## src/rtl/ccd_pkg.sv

```systemverilog
// ccd_pkg: shared types and default timing for the linear-CCD line readout.
// Holds the sequencer state enum, default timing constants and sclk decode.
package ccd_pkg;

    typedef enum logic [1:0] {
        IDLE = 2'd0,
        SH   = 2'd1,
        PIX  = 2'd2,
        DONE = 2'd3
    } state_t;

    localparam int DEF_NUM_PIX   = 2088;
    localparam int DEF_PIX_W     = 12;
    localparam int DEF_ADC_BITS  = 16;
    localparam int DEF_PIX_TICKS = 40;
    localparam int DEF_CS_TICKS  = 6;
    localparam int DEF_RS_T      = 12;
    localparam int DEF_CP_T      = 16;
    localparam int DEF_SH_TICKS  = 80;
    localparam int DEF_SH_T0     = 20;
    localparam int DEF_SH_T1     = 40;

    // True on the pixel-slot phases where adc_sclk is high.
    // Bit k is high at cs_ticks+2k and low at cs_ticks+2k+1.
    function automatic logic sclk_phase(
        input int ph,
        input int cs_ticks,
        input int adc_bits
    );
        int off;
        off = ph - cs_ticks;
        return (off >= 0) && (off < 2 * adc_bits) && (off[0] == 1'b0);
    endfunction

endpackage

```

## src/rtl/ccd_tick_gen.sv

```systemverilog
// ccd_tick_gen: clock-enable tick generator for the CCD sequencer.
// Ports: clk_160M/rst (sync, active-high); clr latches div and clears the
// counter; tick is high in the cycle where count == latched div.
module ccd_tick_gen
    import ccd_pkg::*;
(
    input  logic       clk_160M,
    input  logic       rst,
    input  logic       clr,
    input  logic [7:0] div,
    output logic       tick
);

    logic [7:0] div_q;
    logic [7:0] cnt_q;

    assign tick = (cnt_q == div_q);

    always_ff @(posedge clk_160M) begin
        if (rst) begin
            div_q <= '0;
            cnt_q <= '0;
        end else if (clr) begin
            div_q <= div;
            cnt_q <= '0;
        end else if (tick) begin
            cnt_q <= '0;
        end else begin
            cnt_q <= cnt_q + 8'd1;
        end
    end

endmodule

```

## src/rtl/ccd_line_readout.sv

```systemverilog
// ccd_line_readout: linear-CCD line sequencer with serial-ADC capture.
// Ports: clk_160M, rst (sync active-high); start/abort/div/win_start/win_end
// from the scan controller; adc_sdo in; CCD clocks ccd_p1/p2/sh/rs/cp and
// adc_cs/adc_sclk out; pix_valid/pix_data/pix_idx to the packer; busy,
// line_done status. Optional macro CCD_TEST_PATTERN_EN adds test_mode,
// which replaces ADC data with a pixel-index ramp.
module ccd_line_readout
    import ccd_pkg::*;
#(
    parameter int NUM_PIX   = DEF_NUM_PIX,
    parameter int PIX_W     = DEF_PIX_W,
    parameter int ADC_BITS  = DEF_ADC_BITS,
    parameter int PIX_TICKS = DEF_PIX_TICKS,
    parameter int CS_TICKS  = DEF_CS_TICKS,
    parameter int RS_T      = DEF_RS_T,
    parameter int CP_T      = DEF_CP_T,
    parameter int SH_TICKS  = DEF_SH_TICKS,
    parameter int SH_T0     = DEF_SH_T0,
    parameter int SH_T1     = DEF_SH_T1
) (
    input  logic                clk_160M,
    input  logic                rst,
    input  logic                start,
    input  logic                abort,
    input  logic [7:0]          div,
    input  logic [PIX_W-1:0]    win_start,
    input  logic [PIX_W-1:0]    win_end,
    input  logic                adc_sdo,
`ifdef CCD_TEST_PATTERN_EN
    input  logic                test_mode,
`endif
    output logic                ccd_p1,
    output logic                ccd_p2,
    output logic                ccd_sh,
    output logic                ccd_rs,
    output logic                ccd_cp,
    output logic                adc_cs,
    output logic                adc_sclk,
    output logic                pix_valid,
    output logic [ADC_BITS-1:0] pix_data,
    output logic [PIX_W-1:0]    pix_idx,
    output logic                busy,
    output logic                line_done
);

    localparam int PH_MAX = (SH_TICKS > PIX_TICKS) ? SH_TICKS : PIX_TICKS;
    localparam int PH_W   = $clog2(PH_MAX + 1);

    typedef logic [PH_W-1:0] ph_t;

    localparam ph_t SH_LAST  = ph_t'(SH_TICKS - 1);
    localparam ph_t PIX_LAST = ph_t'(PIX_TICKS - 1);
    localparam ph_t P1_FALL  = ph_t'(PIX_TICKS / 2);
    localparam ph_t SH_ON    = ph_t'(SH_T0);
    localparam ph_t SH_OFF   = ph_t'(SH_T1);
    localparam ph_t RS_A     = ph_t'(RS_T);
    localparam ph_t RS_B     = ph_t'(RS_T + 1);
    localparam ph_t CP_A     = ph_t'(CP_T);
    localparam ph_t CP_B     = ph_t'(CP_T + 1);
    localparam ph_t CS_END   = ph_t'(CS_TICKS);

    localparam logic [PIX_W-1:0] PIXEL_LAST = PIX_W'(NUM_PIX - 1);

    if ((CS_TICKS + 2 * ADC_BITS > PIX_TICKS) || (SH_T1 > SH_TICKS)) begin : g_bad_cfg
        $error("ccd_line_readout: ADC or SH timing does not fit its phase");
    end

    state_t              state_q;
    state_t              state_n;
    ph_t                 phase_q;
    ph_t                 phase_n;
    logic [PIX_W-1:0]    pixel_q;
    logic [PIX_W-1:0]    pixel_n;
    logic [PIX_W-1:0]    ws_q;
    logic [PIX_W-1:0]    we_q;
    logic [ADC_BITS-1:0] shift_q;
    logic [ADC_BITS-1:0] pix_src;

    logic tick;
    logic start_acc;
    logic slot_end;
    logic in_win;
    logic pv_n;

    logic p1_n;
    logic sh_n;
    logic rs_n;
    logic cp_n;
    logic cs_n;
    logic sclk_n;
    logic busy_n;
    logic done_n;

    // abort beats start when both arrive in IDLE
    assign start_acc = (state_q == IDLE) && start && !abort;
    assign slot_end  = (state_q == PIX) && tick && (phase_q == PIX_LAST);
    assign in_win    = (pixel_q >= ws_q) && (pixel_q <= we_q);
    assign pv_n      = slot_end && !abort && in_win;

    ccd_tick_gen u_tick (
        .clk_160M (clk_160M),
        .rst      (rst),
        .clr      (start_acc),
        .div      (div),
        .tick     (tick)
    );

`ifdef CCD_TEST_PATTERN_EN
    logic tm_q;

    always_ff @(posedge clk_160M) begin
        if (rst) begin
            tm_q <= 1'b0;
        end else if (start_acc) begin
            tm_q <= test_mode;
        end
    end

    assign pix_src = tm_q ? ADC_BITS'(pixel_q) : shift_q;
`else
    assign pix_src = shift_q;
`endif

    always_ff @(posedge clk_160M) begin
        if (rst) begin
            ws_q <= '0;
            we_q <= '0;
        end else if (start_acc) begin
            ws_q <= win_start;
            we_q <= win_end;
        end
    end

    always_ff @(posedge clk_160M) begin
        if (rst) begin
            state_q <= IDLE;
            phase_q <= '0;
            pixel_q <= '0;
        end else begin
            state_q <= state_n;
            phase_q <= phase_n;
            pixel_q <= pixel_n;
        end
    end

    always_comb begin
        state_n = state_q;
        phase_n = phase_q;
        pixel_n = pixel_q;
        unique case (state_q)
            IDLE: begin
                if (start_acc) begin
                    state_n = SH;
                    phase_n = '0;
                    pixel_n = '0;
                end
            end
            SH: begin
                if (abort) begin
                    state_n = IDLE;
                    phase_n = '0;
                end else if (tick) begin
                    if (phase_q == SH_LAST) begin
                        state_n = PIX;
                        phase_n = '0;
                    end else begin
                        phase_n = phase_q + 1'b1;
                    end
                end
            end
            PIX: begin
                if (abort) begin
                    state_n = IDLE;
                    phase_n = '0;
                end else if (tick) begin
                    if (phase_q == PIX_LAST) begin
                        phase_n = '0;
                        if (pixel_q == PIXEL_LAST) begin
                            state_n = DONE;
                        end else begin
                            pixel_n = pixel_q + 1'b1;
                        end
                    end else begin
                        phase_n = phase_q + 1'b1;
                    end
                end
            end
            DONE: begin
                state_n = IDLE;
                phase_n = '0;
            end
            default: begin
                state_n = IDLE;
                phase_n = '0;
            end
        endcase
    end

    // Decode from the next state/phase so the registered pins change on
    // the same edge that advances the phase.
    always_comb begin
        p1_n   = 1'b1;
        sh_n   = 1'b0;
        rs_n   = 1'b0;
        cp_n   = 1'b0;
        cs_n   = 1'b0;
        sclk_n = 1'b0;
        busy_n = 1'b0;
        done_n = 1'b0;
        unique case (state_n)
            SH: begin
                busy_n = 1'b1;
                sh_n   = (phase_n >= SH_ON) && (phase_n < SH_OFF);
            end
            PIX: begin
                busy_n = 1'b1;
                p1_n   = (phase_n < P1_FALL);
                rs_n   = (phase_n == RS_A) || (phase_n == RS_B);
                cp_n   = (phase_n == CP_A) || (phase_n == CP_B);
                cs_n   = (phase_n < CS_END);
                sclk_n = sclk_phase(32'(phase_n), CS_TICKS, ADC_BITS);
            end
            DONE: begin
                done_n = 1'b1;
            end
            default: begin
                busy_n = 1'b0;
            end
        endcase
    end

    // The tick that leaves an sclk-high phase is the edge that drops
    // sclk; sdo is shifted in MSB first there.
    always_ff @(posedge clk_160M) begin
        if (rst) begin
            shift_q <= '0;
        end else if ((state_q == PIX) && tick &&
                     sclk_phase(32'(phase_q), CS_TICKS, ADC_BITS)) begin
            shift_q <= {shift_q[ADC_BITS-2:0], adc_sdo};
        end
    end

    always_ff @(posedge clk_160M) begin
        if (rst) begin
            ccd_p1    <= 1'b1;
            ccd_p2    <= 1'b0;
            ccd_sh    <= 1'b0;
            ccd_rs    <= 1'b0;
            ccd_cp    <= 1'b0;
            adc_cs    <= 1'b0;
            adc_sclk  <= 1'b0;
            pix_valid <= 1'b0;
            pix_data  <= '0;
            pix_idx   <= '0;
            busy      <= 1'b0;
            line_done <= 1'b0;
        end else begin
            ccd_p1    <= p1_n;
            ccd_p2    <= ~p1_n;
            ccd_sh    <= sh_n;
            ccd_rs    <= rs_n;
            ccd_cp    <= cp_n;
            adc_cs    <= cs_n;
            adc_sclk  <= sclk_n;
            pix_valid <= pv_n;
            busy      <= busy_n;
            line_done <= done_n;
            if (pv_n) begin
                pix_data <= pix_src;
                pix_idx  <= pixel_q;
            end
        end
    end

endmodule

```

## config.mk

```make
export PLATFORM = sky130hd
export DESIGN_NAME = ccd_line_readout
export DESIGN_NICKNAME = d
export VERILOG_FILES = /design/src/rtl/ccd_pkg.sv /design/src/rtl/ccd_tick_gen.sv /design/src/rtl/ccd_line_readout.sv
export SDC_FILE = /design/constraint.sdc
export NUM_CORES = 1
export LEC_CHECK = 0
export BUFFER_PORTS_ARGS = -buffer_cell sky130_fd_sc_hd__clkbuf_2
export CAP_MARGIN = 20
export CORE_MARGIN = 5
export CORE_UTILIZATION = 40
export CTS_CLUSTER_DIAMETER = 120
export DETAILED_ROUTE_END_ITERATION = 7
export PLACE_DENSITY = 0.66
export SLEW_MARGIN = 20
export SYNTH_ARGS = -nofsm -noshare
export SYNTH_HDL_FRONTEND = slang
export SYNTH_SLANG_ARGS = --single-unit
```

## constraint.sdc

```tcl
create_clock -name clk_160M -period 3 [get_ports clk_160M]
set_input_delay 0.45 -clock clk_160M [delete_from_list [all_inputs] [get_ports clk_160M]]
set_output_delay 0.45 -clock clk_160M [all_outputs]
set_load 0.01 [all_outputs]
```

Word level (Yosys, flattened, before mapping)
Cells that the tools add are included.
- bits in registers: 115
- latch bits: 0
- RAM bits: 0
- ROM bits: 0
- input port bits: 37
- output and inout port bits: 38
- memories kept: 0
- add/sub/neg operators: 5
- multiply operators: 0
- divide/modulo/power cells: 0
- magnitude comparators: 10
- eq/ne operators: 19
- shift-type cells: 0
- mux-type cells: 26
- bitwise operators: 5
- reductions and logical operators: 23
- operators by type and width (operator ; count):
    12-bit two-way mux ; 5
    7-bit two-way mux ; 7
    7-bit one-hot mux with 4 select lines ; 1
    12-bit one-hot mux with 2 select lines ; 1
    8-bit by 1-bit >= comparator with 1-bit output (second input constant) ; 2
    8-bit by 7-bit < comparator with 1-bit output (second input constant) ; 2
    2-bit two-way mux ; 8
    7-bit by 3-bit subtractor with 8-bit output (second input constant) ; 2
    7-bit by 4-bit == test with 1-bit output (second input constant) ; 2
    7-bit by 5-bit == test with 1-bit output (second input constant) ; 2
    1-bit logical AND ; 13
    12-bit by 1-bit adder with 12-bit output (second input constant) ; 1
    12-bit == test (second input constant) ; 1
    12-bit >= comparator ; 1
    12-bit less-or-equal comparator ; 1
    8-bit by 1-bit adder with 8-bit output (second input constant) ; 1
    2-bit == test (second input constant) ; 4
    8-bit == test ; 1
    2-bit != test (second input constant) ; 4
    2-bit one-hot mux with 4 select lines ; 1
    7-bit by 1-bit adder with 7-bit output (second input constant) ; 1
    7-bit by 6-bit == test with 1-bit output (second input constant) ; 1
    7-bit == test (second input constant) ; 1
    7-bit by 5-bit >= comparator with 1-bit output (second input constant) ; 1
    14 further kinds ; 24

Logic depth before layout (Yosys ltp)
Gate-level depths: netlist (run 1).
- depth in word-level cells: 9
- mapped depth: 12
- gate-level depth less buffers: 12

Modules after synthesis
From an unflattened synthesis (run 1), not the netlist that was laid out.
- cells, all modules: 620
- area, all modules: 5646.7 sq um
- by module, submodules not included (module ; times used ; cells an instance ; area each (sq um)):
    ccd_line_readout ; 1 ; 549 ; 4914.7
    ccd_tick_gen ; 1 ; 71 ; 732.0

Worst setup path after synthesis (run 1)
Ideal clock, no wire load.
- path type: register to register
- start: register u_tick.cnt_q[2]
- end: register adc_sclk
- library setup time: 0.127 ns
- arrival: 2.462 ns
- data required time: 2.873 ns
- slack: 0.411 ns
- cell stages (with the launch flop): 13
- period minus slack after synthesis: 2.589 ns
- path through: dfxtp_1 xnor2_2 nand4_4 or2_1 buf_6 or3_4 o22ai_1 nand2_1 ha_1 nor2b_1 and4_1 a22oi_1 o211ai_1
- word-level cells in the longest chain between the ends: 8
- ends and longest elaborated chain (item ; line ; RTL):
    start, declared ; ccd_tick_gen.sv:15 ; logic [7:0] cnt_q;
    start signal, assigned ; ccd_tick_gen.sv:29 ; cnt_q <= cnt_q + 8'd1;
    8-bit == test (*) ; ccd_tick_gen.sv:17 ; assign tick = (cnt_q == div_q);
    7-bit two-way mux (on tied branches) ; ccd_line_readout.sv:175, ccd_line_readout.sv:162 ;
    7-bit two-way mux (on tied branches) ; ccd_line_readout.sv:172, ccd_line_readout.sv:159 ;
    7-bit one-hot mux with 4 select lines ; ccd_line_readout.sv:150 ; unique case (state_q)
    7-bit by 3-bit subtractor with 8-bit output ; ccd_pkg.sv:31 ; off = ph - cs_ticks;
    8-bit by 1-bit >= comparator with 1-bit output / 8-bit by 7-bit < comparator with 1-bit output (equally long branches) ; ccd_pkg.sv:32 ; return (off >= 0) && (off < 2 * adc_bits) && (off[0] == 1'b0);
    1-bit logical AND (2 in a row) ; ccd_pkg.sv:32 ;
    end signal, assigned ; ccd_line_readout.sv:264 ; adc_sclk <= sclk_n;
    end, declared ; ccd_line_readout.sv:38 ; output logic adc_sclk,
Every way passes the cells marked *; elsewhere a longest branch is shown, timed or not.
A chain may end at the register's enable or synchronous reset.

Final worst setup path (run 1)
- start: register u_tick.cnt_q[1]
- end: register adc_sclk
The elaborated chain is that of the path after synthesis.

==> reports/metrics.csv, run 1 <==
stage,metric,value,unit
global_routing,vias in the first global route,4341,
sta,Fmax,355,MHz
critical_path,slowest CP cell,dfxtp_1,
global_routing,largest net degree at the start of global routing,45,
critical_path,critical path capture point type,flip-flop,
sta,Final Hold Fails,0,
floorplan,initial core utilization,41.2,%
cts,H-tree Lvls,4,
routing,starting DRC count in detailed routing,141,
sta,final slew viol count,0,
routing,routed via count,4426,
cts,clk sinks,115,
cts,Worst-path clk slew,0.05,ns
routing,drt pass-1 iters,4,
run_status,outcome,"finished, final reports clean",
synthesis,sequential area share after synthesis,41.8,%
sta,Slew @ Worst Pin,0.567,ns
global_routing,grt total ovfl,0,
critical_path,CP Cell Sequence,xnor2_2 -> nand4_4 -> or2_4 -> or3_4 -> o22ai_1 -> nand2_1 -> ha_1 -> nor2b_1 -> and4_1 -> a22oi_1 -> o211ai_1,
sta,RSZ-0062 raised after global routing,no,
global_routing,first-pass GRT wire length,20.7,mm
power,Pwr Density,593,mW/mm^2
power,Lkg Pwr,0.00277,uW
synthesis,syn_nets,687,
critical_path,WP buf/inv,0,
floorplan,# rows,42,
global_routing,GR Util All Layers,15.7,%
global_routing,initial antenna violation count,0,
power,Peak supply drop,0.000350,V
routing,remaining antenna violation count,0,
critical_path,Critical Path Fanout Max,8,
routing,drt wl/cell,14.0,microns
layout,Area Overhead vs Synth,20.6,%
cts,CTS tree,built,
critical_path,"Largest delay share family, worst path",simple AND/OR/NAND/NOR gates,
sta,fin crit share,93.8,%
synthesis,number of flops mapped to enable cells by yosys,0,
critical_path,Setup CP Type,reg -> reg,
cts,Post-CTS Hold Fix Bufs,0,
synthesis,ys flop type,dfxtp_1,
sta,final setup margin,0.185,ns
layout,nets@finish,761,
routing,drt drc,0,
layout,share of cells above drive strength 1,19.8,%
synthesis,Post-Syn Instances,617,
synthesis,Mapped Area,0.00550,sq mm
cts,clock latency on the worst-skew pair,0.40,ns
floorplan,die area,0.0162,sq mm
min_path,hold crit path type,in -> reg,
synthesis,number of distinct library cells after synthesis,62,
critical_path,largest stage delay on the critical path,0.43,ns
layout,ANT cells,0,
sta,Worst Skew,0.00497,ns
floorplan,io pins,75,
floorplan,Die Wd,127,microns
routing,vias per cell,5.04,
sta,Rel. slew slack,62.1,%
cts,TritonCTS Buffers,17,
critical_path,critical path launch point type,flip-flop,
job,max capacitance violation total,0,
critical_path,Critical Path RT,3.28,ns
floorplan,core area,0.0133,sq mm
synthesis,fraction of registers with async set/reset,0,%
synthesis,synthesized area per cell,8.92,sq um
cts,CTS Buffer Depth,2,
routing,Total Wirelength,12.3,mm
place,Buffers on Ports,74,
place,Post-Place Setup Slack,0.158,ns
sta,Final min period,2.81,ns
synthesis,synth warn,0,
synthesis,#FFs+latches synth,115,
critical_path,Worst Path Arrival,3.09,ns
place,DP Wirelength,9.07,mm
floorplan,Die Ht,127,microns
cts,Post CTS Setup Buffer Count,0,
sta,setup TNS,0,ns
place,RePlAce Congestion,0.907,
cts,clock root buffer,clkbuf_16,
sta,count of final setup violators,0,
[logic make-up after synthesis]
logic type / after synthesis / synth area share (%)
AND/OR/NAND/NOR: 245 / 21.6
flip-flops: 115 / 41.8
AO/OA/AOI/OAI: 101 / 11.4
buffers and inverters: 56 / 5.05
multiplexers: 44 / 8.00
adder cells (fa/ha/maj): 33 / 7.50
XOR/XNOR: 23 / 4.61
[cells in the mapped netlist (7+ instances only)]
| library cell | n | share of area, % |
|---|---|---|
| a21o_1 | 7 | 0.95 |
| a21oi_1 | 49 | 4.5 |
| and3_1 | 7 | 0.80 |
| clkbuf_1 | 18 | 1.2 |
| dfxtp_1 | 115 | 42 |
| ha_1 | 33 | 7.5 |
| inv_1 | 28 | 1.9 |
| mux2i_1 | 44 | 8.0 |
| nand2_1 | 85 | 5.8 |
| nand3_1 | 13 | 1.2 |
| nor2_1 | 76 | 5.2 |
| nor2b_1 | 8 | 0.91 |
| nor3_1 | 9 | 0.82 |
| o21ai_0 | 15 | 1.4 |
| xnor2_2 | 7 | 2.1 |
| xor2_1 | 11 | 1.8 |
[worst reg2reg max path: stages, from the launching register on]
cell and delay (ns):
dfxtp_1 0.43, xnor2_2 0.16, nand4_4 0.18, or2_4 0.33, or3_4 0.42, o22ai_1 0.17
nand2_1 0.12, ha_1 0.24, nor2b_1 0.15, and4_1 0.21, a22oi_1 0.17, o211ai_1 0.11
[per-layer routing]
metal	share of wire, %	up-vias	global-route usage (%)
li1	-	2258	-
met4	1.4	0	5.24
met3	4.8	11	4.59
met5	0	-	0
met2	49	81	26.2
met1	45	2076	19.4
[worst paths after layout]
path | from | endpoint | slack, ns | cells past startpoint
max | u_tick.cnt_q[1]$_SDFF_PP0_ | adc_sclk$_SDFF_PP0_ | 0.19 | 11
min reg2reg | we_q[11]$_SDFFE_PP0P_ | we_q[11]$_SDFFE_PP0P_ | 0.45 | 2
min | win_end[1] | we_q[1]$_SDFFE_PP0P_ | 0.27 | 3
max reg2reg | u_tick.cnt_q[1]$_SDFF_PP0_ | adc_sclk$_SDFF_PP0_ | 0.19 | 11
[flip-flops by register name, indices dropped and copies added (netlist names), 2 cells and up]
name and cells:
phase_q 7, pix_data 16, pix_idx 12, pix_src 16, pixel_q 12, state_q 2, u_tick.cnt_q 8, u_tick.div_q 8
we_q 12, ws_q 12
[layout make-up]
type | instances | area [sq um]
clock inverters | 10 | 155
fillers | 1270 | 6710
multi-input cells | 446 | 2930
clock buffers | 21 | 470
well taps | 176 | 220
inverters | 28 | 105
repair buffers | 83 | 450
flip-flops and latches | 115 | 2300
[what timing repair did]
action | 4_1_cts | 5_1_grt
endpoints found under the setup margin | 0 | 1
gates resized for setup | 0 | 2
endpoints found under the hold margin | 0 | 0
[power by group]
part / internal (uW) / leakage [uW] / total (uW) / switching [uW]
combinational: 99.9 / 0.00154 / 252 / 152
clock: 1440 / 0.000305 / 2110 / 664
sequential: 1560 / 0.000930 / 1580 / 23.0
[placed cells by master (no fill, tap or decap), types with 3 or more instances in the layout]
cell type and n:
a2111oi_0 4, mux2i_1 44, ha_1 33, o21a_1 4
buf_4 8, nor3_1 8, bufinv_16 4, or3_1 6
xor2_1 11, nor2b_1 8, a31oi_1 3, a21o_1 7
clkinv_2 4, xnor2_1 5, and2_1 3, nor2_1 75
o21ai_0 15, nand2_1 85, clkbuf_2 73, nand4b_1 3
clkbuf_8 3, dfxtp_1 115, inv_1 28, nand3_1 13
clkbuf_16 17, nand4_1 6, xnor2_2 7, and3_1 7
nand2b_1 6, a21oi_1 49
[metrics by stage]
step	power (uW)	util, %	hold WS, ns	cells	cell area, sq um
3_3_place_gp	1850	45.0	0.446	848	6000
6_report	3940	49.7	0.267	879	6640
2_1_floorplan	1800	-	0.436	617	5500
3_5_place_dp	1860	45.0	0.447	848	6000
4_1_cts	3980	49.7	0.250	879	6630
5_1_grt	4100	49.7	0.262	879	6640
Power figures use the tool's default switching activity.
==> inputs of run 2 (changes only) <==
CORE_MARGIN = 2   (was 5)
==> reports/metrics.csv, run 2 (synthesis results as in run 1) <==
stage,metric,value,unit
power,Peak supply drop,0.000378,V
critical_path,RR Startpoint,u_tick.cnt_q[0]$_SDFF_PP0_,
floorplan,# rows,42,
routing,routed via count,4399,
layout,ANT cells,0,
cts,clock root buffer,clkbuf_16,
cts,Worst-path clk slew,0.06,ns
floorplan,Die Ht,121,microns
layout,nets@finish,761,
power,Pwr Density,579,mW/mm^2
routing,drt wl/cell,13.7,microns
critical_path,Worst Path Arrival,3.13,ns
floorplan,Die Wd,121,microns
min_path,hold crit path type,in -> reg,
sta,Fmax,353,MHz
floorplan,core area,0.0133,sq mm
layout,"leading cell type in the layout, fill and taps excluded",dfxtp_1,
critical_path,CP Cell Sequence,xnor2_2 -> nand4_4 -> or2_1 -> or3_4 -> o22ai_1 -> nand2_1 -> ha_1 -> nor2b_1 -> and4_1 -> a22oi_1 -> o211ai_1,
power,Reg power frac,41.3,%
power,power share of the clock group,52.3,%
sta,final slew viol count,0,
routing,drt pass-1 iters,4,
floorplan,initial core utilization,41.2,%
power,Sw Share,24.1,%
routing,starting DRC count in detailed routing,202,
sta,RSZ-0062 raised after global routing,no,
critical_path,FF-to-FF End,adc_sclk$_SDFF_PP0_,
min_path,Hold Crit Start,win_start[0],
floorplan,die area,0.0147,sq mm
layout,Area Overhead vs Synth,20.0,%
place,Buffers on Ports,74,
floorplan,io pins,75,
place,Post-Place Setup Slack,0.166,ns
layout,utilization after layout,49.5,%
sta,Final min period,2.83,ns
global_routing,first-pass GRT wire length,20.3,mm
sta,fin crit share,94.4,%
critical_path,Critical Path RT,3.30,ns
routing,Total Wirelength,12.0,mm
critical_path,Critical Path Fanout Max,8,
layout,share of cells above drive strength 1,20.0,%
critical_path,"Largest delay share family, worst path",simple AND/OR/NAND/NOR gates,
global_routing,largest net degree at the start of global routing,67,
critical_path,slowest CP cell,or3_4,
power,Comb power frac,6.5,%
place,RePlAce Congestion,0.899,
sta,Final Hold Fails,0,
critical_path,Reg2Reg Setup Slack,0.17,ns
layout,multi-input logic area,0.00293,sq mm
routing,remaining antenna violation count,0,
layout,# fillers,1279,
global_routing,initial antenna violation count,0,
cts,H-tree Lvls,4,
critical_path,critical path launch point type,flip-flop,
routing,vias per cell,5.00,
global_routing,GR Util All Layers,17.5,%
power,sw power,923,uW
layout,most frequent cells in the layout,"dfxtp_1, nand2_1, nor2_1",
place,DP Wirelength,8.55,mm
critical_path,largest stage delay on the critical path,0.45,ns
power,Internal Power,2900,uW
cts,CTS tree,built,
job,max capacitance violation total,0,
sta,Worst Skew,0.00802,ns
global_routing,vias in the first global route,4268,
routing,drt drc,0,
cts,clk sinks,115,
critical_path,WP buf/inv,0,
sta,count of final setup violators,0,
cts,Post-CTS Hold Fix Bufs,0,
power,Lkg Pwr,0.00274,uW
critical_path,critical path capture point type,flip-flop,
sta,final setup margin,0.168,ns
critical_path,FF-to-FF path depth,11,
global_routing,grt total ovfl,0,
layout,Register Area,0.00230,sq mm
sta,setup TNS,0,ns
sta,Rel. slew slack,56.6,%
min_path,Worst Hold Endpoint,ws_q[0]$_SDFFE_PP0P_,
cts,CTS Buffer Depth,2,
cts,clock latency on the worst-skew pair,0.42,ns
run_status,outcome,"finished, final reports clean",
cts,TritonCTS Buffers,17,
min_path,hold path depth,3,
critical_path,Setup CP Type,reg -> reg,
sta,Slew @ Worst Pin,0.650,ns
-- run 2: cell count changes in the layout (fill, tap and decap cells not counted), moves of 2 or more --
| cell | previous run | this run |
|---|---|---|
| bufinv_16 | 4 | 2 |
| clkbuf_8 | 3 | 1 |
| clkinv_2 | 4 | 1 |
| clkinv_4 | 0 | 3 |
| clkinvlp_4 | 2 | 5 |
| inv_6 | 0 | 3 |
-- run 2: what timing repair did --
| item | CTS | global route |
|---|---|---|
| resized for setup | 0 | 2 |
| endpoints found under the setup margin | 0 | 2 |
| buffers inserted | 0 | 0 |
-- run 2: final cells by class --
class	instances	area share [%]
well taps	176	3.33
flip-flops and latches	115	34.9
multi-input cells	446	44.4
clock buffers	18	6.65
clock inverters	14	2.35
inverters	28	1.59
repair buffers	83	6.82
-- run 2: through the flow --
stage	std cells	instance area, sq um	hold WS, ns	total power, uW
finish	880	6610	0.254	3830
global route	880	6610	0.246	3970
floorplan	617	5500	0.436	1800
detailed placement	848	6000	0.449	1860
global placement	848	6000	0.447	1850
CTS	880	6600	0.242	3860
-- run 2: layer usage --
layer	part of all wire [%]	wire length, microns	vias up	track usage (%)
li1	-	-	2257	-
met1	46	5550	2039	21.9
met2	48	5790	90	29.0
met3	4.7	566	13	5.45
met4	1.0	122	0	5.46
met5	0	0	-	0
-- run 2: worst max-delay path by stage --
| stage | cells past startpoint | endpoint | slack [ns] | from |
|---|---|---|---|---|
| floorplan | 12 | adc_sclk$_SDFF_PP0_ | 0.41 | u_tick.cnt_q[2]$_SDFF_PP0_ |
| global placement | 11 | ccd_cp$_SDFF_PP0_ | 0.22 | phase_q[0]$_SDFF_PP0_ |
| detailed placement | 11 | ccd_cp$_SDFF_PP0_ | 0.17 | phase_q[0]$_SDFF_PP0_ |
| CTS | 11 | ccd_cp$_SDFF_PP0_ | 0.11 | phase_q[0]$_SDFF_PP0_ |
| global route | 11 | adc_sclk$_SDFF_PP0_ | 0.001 | u_tick.cnt_q[0]$_SDFF_PP0_ |
| finish | 11 | adc_sclk$_SDFF_PP0_ | 0.17 | u_tick.cnt_q[0]$_SDFF_PP0_ |
-- run 2: worst register-to-register path: stages (launching register included) --
cell	delay, ns
dfxtp_1	0.44
xnor2_2	0.16
nand4_4	0.19
or2_1	0.36
or3_4	0.45
o22ai_1	0.17
nand2_1	0.11
ha_1	0.23
nor2b_1	0.15
and4_1	0.20
a22oi_1	0.17
o211ai_1	0.09
-- run 2: power groups by stage --
stage	combinational, uW	sequential [uW]	clock (uW)
2_1_floorplan	189	1610	0
3_3_place_gp	241	1610	0
3_5_place_dp	246	1610	0
4_1_cts	248	1580	2040
5_1_grt	277	1580	2110
6_report	247	1580	2000
==> inputs of run 3 (changes only) <==
REMOVE_ABC_BUFFERS = 1   (was default)
==> reports/metrics.csv, run 3 (synthesis results as in run 1) <==
stage,metric,value,unit
power,Lkg Pwr,0.00276,uW
cts,clk sinks,115,
job,max capacitance violation total,0,
power,Peak supply drop,0.000329,V
sta,Fmax,359,MHz
critical_path,Setup CP Type,reg -> reg,
floorplan,# rows,42,
global_routing,initial antenna violation count,0,
global_routing,largest net degree at the start of global routing,83,
place,placed inst area,0.00602,sq mm
layout,"leading cell type in the layout, fill and taps excluded",dfxtp_1,
global_routing,GR Util All Layers,17.9,%
floorplan,initial core utilization,41.2,%
layout,ANT cells,0,
global_routing,first-pass GRT wire length,20.6,mm
floorplan,core area,0.0133,sq mm
min_path,hold crit path type,in -> reg,
routing,starting DRC count in detailed routing,209,
cts,H-tree Lvls,4,
sta,fin crit share,92.9,%
cts,Worst-path clk slew,0.06,ns
routing,drt pass-1 iters,4,
global_routing,vias in the first global route,4326,
sta,Rel. slew slack,42.8,%
power,Design Power,3900,uW
routing,routed via count,4442,
floorplan,Die Ht,121,microns
cts,CTS Buffer Depth,2,
global_routing,grt total ovfl,0,
critical_path,critical path launch point type,flip-flop,
critical_path,CP Cell Sequence,xnor2_2 -> nand4_4 -> or2_1 -> or3_4 -> o22ai_1 -> nand2_1 -> ha_1 -> nor2b_1 -> and4_1 -> a22oi_1 -> o211ai_1,
place,DP Wirelength,8.90,mm
critical_path,Critical Path RT,3.29,ns
cts,clock latency on the worst-skew pair,0.41,ns
floorplan,Die Wd,121,microns
routing,remaining antenna violation count,0,
layout,Area Overhead vs Synth,20.6,%
cts,clock root buffer,clkbuf_16,
routing,drt wl/cell,14.1,microns
critical_path,Worst Path Arrival,3.08,ns
cts,Post-CTS Hold Fix Bufs,0,
routing,vias per cell,5.04,
run_status,outcome,"finished, final reports clean",
sta,count of final setup violators,0,
cts,Post CTS Setup Buffer Count,0,
sta,Worst Skew,0.00634,ns
sta,Slew @ Worst Pin,0.857,ns
critical_path,slowest CP cell,dfxtp_1,
critical_path,Critical Path Fanout Max,7,
place,Buffers on Ports,74,
routing,drt drc,0,
sta,Final Hold Fails,0,
place,RePlAce Congestion,0.899,
sta,final slew viol count,0,
routing,Total Wirelength,12.4,mm
critical_path,critical path capture point type,flip-flop,
sta,Final min period,2.79,ns
cts,CTS tree,built,
critical_path,Reg2Reg Setup Slack,0.21,ns
layout,most frequent cells in the layout,"dfxtp_1, nand2_1, nor2_1",
floorplan,io pins,75,
layout,# fillers,1327,
layout,nets@finish,763,
power,Pwr Density,588,mW/mm^2
floorplan,die area,0.0147,sq mm
layout,fin area,0.00664,sq mm
critical_path,largest stage delay on the critical path,0.45,ns
layout,share of cells above drive strength 1,19.8,%
cts,TritonCTS Buffers,17,
-- run 3: cell count changes in the layout (fill, tap and decap cells not counted), moves of 2 or more --
cell        change
clkinvlp_4      -3
clkinv_4        -3
clkbuf_1        +4
inv_6           -3
bufinv_16       +2
clkinv_2        +4
buf_4           +2
-- run 3: what timing repair did --
item | CTS | global route
resized for setup | 0 | 4
endpoints found under the hold margin | 0 | 0
endpoints found under the setup margin | 0 | 3
-- run 3: critical path, delay by kind of cell, from the launching register on --
family                     cells  cell delay, ns
adders and majority gates      1            0.22
and+or+nand+nor                6            1.38
xor gates and xnor gates       1            0.16
DFF                            1            0.45
AOI/OAI and AO/OA              3            0.46
-- run 3: path summary, 6_finish.rpt --
path,from,endpoint,cells after the start
hold / removal,win_start[2],ws_q[2]$_SDFFE_PP0P_,3
setup / recovery,u_tick.cnt_q[0]$_SDFF_PP0_,adc_sclk$_SDFF_PP0_,11
hold reg to reg,ws_q[6]$_SDFFE_PP0P_,ws_q[6]$_SDFFE_PP0P_,2
setup reg to reg,u_tick.cnt_q[0]$_SDFF_PP0_,adc_sclk$_SDFF_PP0_,11
-- run 3: cell type report --
cell class / instances / area (sq um) / area share, %
Inverter: 28 / 105 / 1.58
Tap cell: 176 / 220 / 3.32
Clock buffer: 21 / 440 / 6.64
Sequential cell: 115 / 2300 / 34.7
Clock inverter: 11 / 160 / 2.41
Timing Repair Buffer: 85 / 465 / 7.01
Multi-Input combinational cell: 446 / 2940 / 44.3
-- run 3: routing by layer --
layer	global-route usage, %	wire length, microns	vias to the layer above
li1	-	-	2262
met1	21.6	5700	2095
met2	30.4	6120	75
met3	4.98	466	10
met4	6.47	152	0
met5	0	0	-
-- run 3: through the flow --
step / setup WS (ns) / TNS [ns] / std cells / hold slack, ns / util (%)
after global placement: 0.228 / 0 / 850 / 0.444 / 45.1
after global routing: -0.0183 / -0.0183 / 882 / 0.258 / 49.7
after CTS: 0.124 / 0 / 882 / 0.241 / 49.6
after floorplan: -0.385 / -10.79 / 589 / 0.430 / -
after detailed placement: 0.135 / 0 / 850 / 0.451 / 45.1
final: 0.213 / 0 / 882 / 0.253 / 49.7
-- run 3: report_power, final --
group	leakage (uW)	internal, uW	switching [uW]
logic	0.00154	101	159
registers	0.000930	1560	23.6
clock network	0.000291	1380	681
total	0.00276	3040	863
